===== config.mk =====
export PLATFORM = sky130hd
export DESIGN_NAME = dino_jump_ctrl
export DESIGN_NICKNAME = d
export VERILOG_FILES = /design/src/rtl/dino_pkg.sv /design/src/rtl/dino_edge_det.sv /design/src/rtl/dino_jump_ctrl.sv
export SDC_FILE = /design/constraint.sdc
export NUM_CORES = 1
export LEC_CHECK = 0
export ABC_AREA = 1
export CORE_UTILIZATION = 34
export CTS_CLUSTER_SIZE = 16
export DETAILED_ROUTE_END_ITERATION = 10
export PLACE_DENSITY = 0.76
export SLEW_MARGIN = 20
export SYNTH_ARGS = -nofsm -noshare
export SYNTH_HDL_FRONTEND = slang
export SYNTH_SLANG_ARGS = --single-unit

===== constraint.sdc =====
create_clock -name clk -period 1.4 [get_ports clk]
set_clock_uncertainty 0.2 [all_clocks]
set_input_delay 0.35 -clock clk [delete_from_list [all_inputs] [get_ports clk]]
set_output_delay 0.35 -clock clk [all_outputs]
set_load 0.005 [all_outputs]

===== src/rtl/dino_pkg.sv =====
// rtl/dino_pkg.sv - dino game shared types: motion state enum and grid bit-index helper
package dino_pkg;

   typedef enum logic [1:0] {
      GROUND = 2'd0,
      RISE   = 2'd1,
      HANG   = 2'd2,
      FALL   = 2'd3
   } dino_state_e;

   // Row r occupies [r*cols +: cols]; column 0 is the leftmost, i.e. the MSB of the row.
   function automatic int unsigned grid_bit(input int unsigned row,
                                            input int unsigned col,
                                            input int unsigned cols);
      return row * cols + (cols - 1 - col);
   endfunction

endpackage


===== src/rtl/dino_edge_det.sv =====
// rtl/dino_edge_det.sv - rising-edge detector for the raw jump button
module dino_edge_det (
   input  logic clk,
   input  logic reset,
   input  logic button_i,
   output logic edge_o
);

   logic jb_q;

   always_ff @(posedge clk or posedge reset) begin
      if (reset) begin
         jb_q <= 1'b0;
      end else begin
         jb_q <= button_i;
      end
   end

   assign edge_o = button_i & ~jb_q;

endmodule


===== src/rtl/dino_jump_ctrl.sv =====
// rtl/dino_jump_ctrl.sv - tick-paced multi-row dino jump FSM and one-hot grid drive
// Optional DINO_JUMP_BUFFER_EN: a press during FALL is buffered and relaunches after landing.
module dino_jump_ctrl
   import dino_pkg::*;
#(
   parameter int ROWS       = 4,
   parameter int COLS       = 8,
   parameter int DINO_COL   = 0,
   parameter int STEP_TICKS = 1,
   parameter int HANG_TICKS = 2
) (
   input  logic                     clk,
   input  logic                     reset,
   input  logic                     tick,
   input  logic                     jump_button,
   output logic [ROWS*COLS-1:0]     grid,
   output logic [$clog2(ROWS)-1:0]  height,
   output logic                     airborne
);

   localparam int HW = $clog2(ROWS);
   localparam int SW = (STEP_TICKS > 1) ? $clog2(STEP_TICKS) : 1;
   localparam int GW = (HANG_TICKS > 1) ? $clog2(HANG_TICKS) : 1;

   localparam logic [HW-1:0] TOP_ROW   = HW'(ROWS - 1);
   localparam logic [HW-1:0] ONE_ROW   = HW'(1);
   localparam logic [SW-1:0] STEP_LAST = SW'(STEP_TICKS - 1);
   localparam logic [GW-1:0] HANG_LAST = GW'(HANG_TICKS - 1);
   localparam logic [ROWS*COLS-1:0] GRID_ONE = {{(ROWS*COLS-1){1'b0}}, 1'b1};

   dino_state_e   state_q, state_d;
   logic [HW-1:0] height_q, height_d;
   logic [SW-1:0] step_q, step_d;
   logic [GW-1:0] hang_q, hang_d;
   logic          pend_q, pend_d;
   logic          btn_edge;
   logic          accept_press;

   dino_edge_det u_edge_det (
      .clk      (clk),
      .reset    (reset),
      .button_i (jump_button),
      .edge_o   (btn_edge)
   );

   always_ff @(posedge clk or posedge reset) begin
      if (reset) begin
         state_q  <= GROUND;
         height_q <= '0;
         step_q   <= '0;
         hang_q   <= '0;
         pend_q   <= 1'b0;
      end else begin
         state_q  <= state_d;
         height_q <= height_d;
         step_q   <= step_d;
         hang_q   <= hang_d;
         pend_q   <= pend_d;
      end
   end

   always_comb begin
      state_d  = state_q;
      height_d = height_q;
      step_d   = step_q;
      hang_d   = hang_q;
      pend_d   = pend_q;

`ifdef DINO_JUMP_BUFFER_EN
      accept_press = (state_q == GROUND) || (state_q == FALL);
`else
      accept_press = (state_q == GROUND);
`endif

      if (btn_edge && accept_press) begin
         pend_d = 1'b1;
      end

      // A launch clears pend after the set above, so a coincident edge is consumed.
      if (tick) begin
         case (state_q)
            GROUND: begin
               if (pend_q || btn_edge) begin
                  pend_d   = 1'b0;
                  height_d = ONE_ROW;
                  step_d   = '0;
                  hang_d   = '0;
                  state_d  = (ROWS == 2) ? HANG : RISE;
               end
            end
            RISE: begin
               if (step_q == STEP_LAST) begin
                  step_d   = '0;
                  height_d = height_q + 1'b1;
                  if (height_q + 1'b1 == TOP_ROW) begin
                     hang_d  = '0;
                     state_d = HANG;
                  end
               end else begin
                  step_d = step_q + 1'b1;
               end
            end
            HANG: begin
               if (hang_q == HANG_LAST) begin
                  step_d  = '0;
                  state_d = FALL;
               end else begin
                  hang_d = hang_q + 1'b1;
               end
            end
            FALL: begin
               if (step_q == STEP_LAST) begin
                  step_d   = '0;
                  height_d = height_q - 1'b1;
                  if (height_q == ONE_ROW) begin
                     state_d = GROUND;
                  end
               end else begin
                  step_d = step_q + 1'b1;
               end
            end
            default: begin
               state_d  = GROUND;
               height_d = '0;
            end
         endcase
      end
   end

   assign height   = height_q;
   assign airborne = (state_q != GROUND);
   assign grid     = GRID_ONE << grid_bit(32'(height_q), DINO_COL, COLS);

endmodule


==> results.py <==
metrics = {
    "power": {
        "p_total_mw": 2.145,
        "peakVddDrop_mv": 0.9156,
        "powerDensity_mw_per_mm2": 2094,
        "power_leakage_nw": 0.5360,
    },
    "routing": {
        "wirelength_routed_mm": 1.379,
        "dr.first_iter.drc_count": 9,
        "final_antenna_net_count": 0,
        "detailedRoute.firstPassIterationCount": 4,
        "wl_cell_um": 9.193,
        "viasPerCell": 3.913,
        "via_count": 587,
        "drcViolationCount": 0,
    },
    "layout": {
        "diodes": 0,
        "mostFrequentLayoutCell": "conb_1",
        "most-common-layout-cells": "conb_1 (28), nand2_1 (17), buf_6 (14)",
        "num-nets-final": 136,
        "drive_gt1_frac": 0.4146,
        "finalNonFillerCells": 150,
        "area_growth_syn_to_layout_pct": 47.04,
    },
    "critical_path": {
        "crit_path_max_fanout": 3,
        "critPathRequiredTime_ns": 0.85,
        "worstSetupStartpointType": "flop",
        "cp-end-kind": "output port",
        "critical_path_arrival_ns": 1.09,
        "critical_path_class": "reg -> out",
    },
    "sta": {
        "slew_viol_final": 0,
        "final-hold-violation-count": 0,
        "final.setup.worst_slack_ns": -0.2419,
        "fin_crit_sh": 1.173,
        "max_freq_mhz": 609.1,
        "report.final.setup_viol": 10,
        "min_tclk_post_route_ns": 1.642,
        "rsz0062_at_grt": "yes",
    },
    "synthesis": {
        "post-synth-top-area-cell": "buf_4",
        "synth.lib_cells_used.distinct": 12,
        "netlist_instances": 92,
        "synthesis.area_per_instance_um2": 7.575,
        "share_of_the_synthesized_area_in_the_top_cell_type": 0.3016,
        "synth_top_cells_by_area": "buf_4 (30%), dfrtp_1 (25%), ha_1 (14%)",
        "netlist_area_um2": 696.9,
        "synth-seq-area-share": 0.2513,
        "ys_warn_count": 0,
        "yosys_register_bits": 7,
    },
    "global_route": {
        "grt_util_all_layers": 0.1315,
        "grt_overflow_total": 0,
        "gr-usage-met1": 0.1302,
        "grt_first_pass_wirelength_mm": 1.966,
        "first_global_vias": 509,
        "antenna_found_initial": 0,
        "global_route.usage.met2": 0.2466,
        "largest_net_degree_at_the_start_of_global_routing": 9,
        "top_usage_layer": "met2",
        "grt_util_met3": 0.01154,
    },
    "clocking": {
        "clock_tree.buffer_depth": 2,
        "clock-root-buffer": "clkbuf_4",
        "clk_latency_ns": 0.25,
        "path_clk_slew_ns": 0.05,
        "cts-htree-levels": 1,
        "cts-buffers-inserted": 3,
        "clock_sink_count": 7,
        "postCtsHoldBufs": 0,
        "cts_tree": "done",
    },
    "status": {
        "status": "complete, but fails checks",
        "failed_checks": "negative setup slack",
    },
    "floorplanning": {
        "floorplan.die_area_mm2": 0.002235,
        "die_height_um": 47.28,
        "core_area_mm2": 0.001942,
        "ports": 39,
        "core.rowCount": 16,
        "die_outline_width_um": 47.28,
        "start_util": 0.3589,
    },
    "placed_design": {
        "preCtsSetupSlack_ns": -0.3536,
        "placed_cells": 137,
        "dp_hpwl_um": 884,
        "gp_routability_congestion": 0.7397,
        "numPortBuffers": 10,
    },
    "run": {
        "timing.max_cap.violations": 0,
    },
    "hold_path": {
        "holdCritPathClass": "in -> async",
    },
}
[metrics by stage]
step,TNS (ns),hold WS [ns],cell area (µm²),utilization
2_1_floorplan,-0.0007153,-0.04660,800.8,-
3_3_place_gp,-2.511,0.2572,792.0,0.4079
3_5_place_dp,-2.768,0.2765,792.0,0.4079
4_1_cts,-1.842,0.1369,979.7,0.5045
5_1_grt,-2.407,0.1745,1025,0.5277
6_report,-1.790,0.1329,1025,0.5277
[critical path, stage by stage (launching register included)]
cell,delay [ns]
dfrtp_1,0.42
buf_6,0.14
inv_6,0.05
ha_4,0.14
buf_6,0.09
[cell usage after synthesis]
master	n
a21oi_1	2
buf_4	28
conb_1	1
dfrtp_1	7
ha_1	8
inv_1	14
nand2_1	20
nand3_1	4
nand3_2	1
nand4_1	3
nor2_2	1
o21ai_0	3
[worst paths after layout]
check | startpoint | endpoint | slack [ns] | depth (start not counted)
min in group clk | hang_q$_DFFE_PP0P_ | hang_q$_DFFE_PP0P_ | 0.30 | 2
max in group asynchronous | reset | u_edge_det.jb_q$_DFF_PP0_ | 0.64 | 2
worst max-delay path | height[1]$_DFFE_PP0P_ | grid[15] | -0.24 | 4
worst min-delay path | reset | hang_q$_DFFE_PP0P_ | 0.13 | 2
worst max register to register | height[1]$_DFFE_PP0P_ | state_q[0]$_DFFE_PP0P_ | -0.20 | 11
worst min register to register | hang_q$_DFFE_PP0P_ | hang_q$_DFFE_PP0P_ | 0.30 | 2
[cells by family (layout without fill, tap and decap cells)]
kind of cell	after synthesis	count (layout)	share of synthesized area
compound gates	5	5	0.03590
simple gates	29	29	0.1867
buf+inv	42	46	0.3770
other cells	1	28	0.005381
flops	7	7	0.2513
fa+ha+maj	8	8	0.1436
[flip-flops by register name, indices dropped and copies added (netlist names)]
| name | flops |
|---|---|
| height | 2 |
| state_q | 2 |
| hang_q | 1 |
| pend_q | 1 |
| u_edge_det.jb_q | 1 |
[repair_timing]
item / 4_1_cts / 5_1_grt
resized for setup: 55 / 18
setup buffers: 9 / 1
pin swaps: 3 / 9
endpoints found under the setup margin: 11 / 12
[area by class of cell]
| type | count | area (µm²) |
|---|---|---|
| Inverter | 14 | 62.56 |
| Multi-Input combinational cell | 70 | 459.2 |
| Sequential cell | 7 | 175.2 |
| Tap cell | 27 | 33.78 |
| Timing Repair Buffer | 28 | 267.8 |
| Fill cell | 205 | 917.1 |
| Clock buffer | 4 | 26.28 |
[routing by layer]
metal	wire length [µm]	up-vias
met1	531	267
met2	742	26
met4	33	0
met5	0	-
li1	-	290
met3	72	4
[power breakdown]
part | internal, mW | switching, mW
combinational | 0.885 | 0.731
clock | 0.109 | 0.0780
sequential | 0.284 | 0.0589
Note: power is estimated with default switching activity, not from simulation.
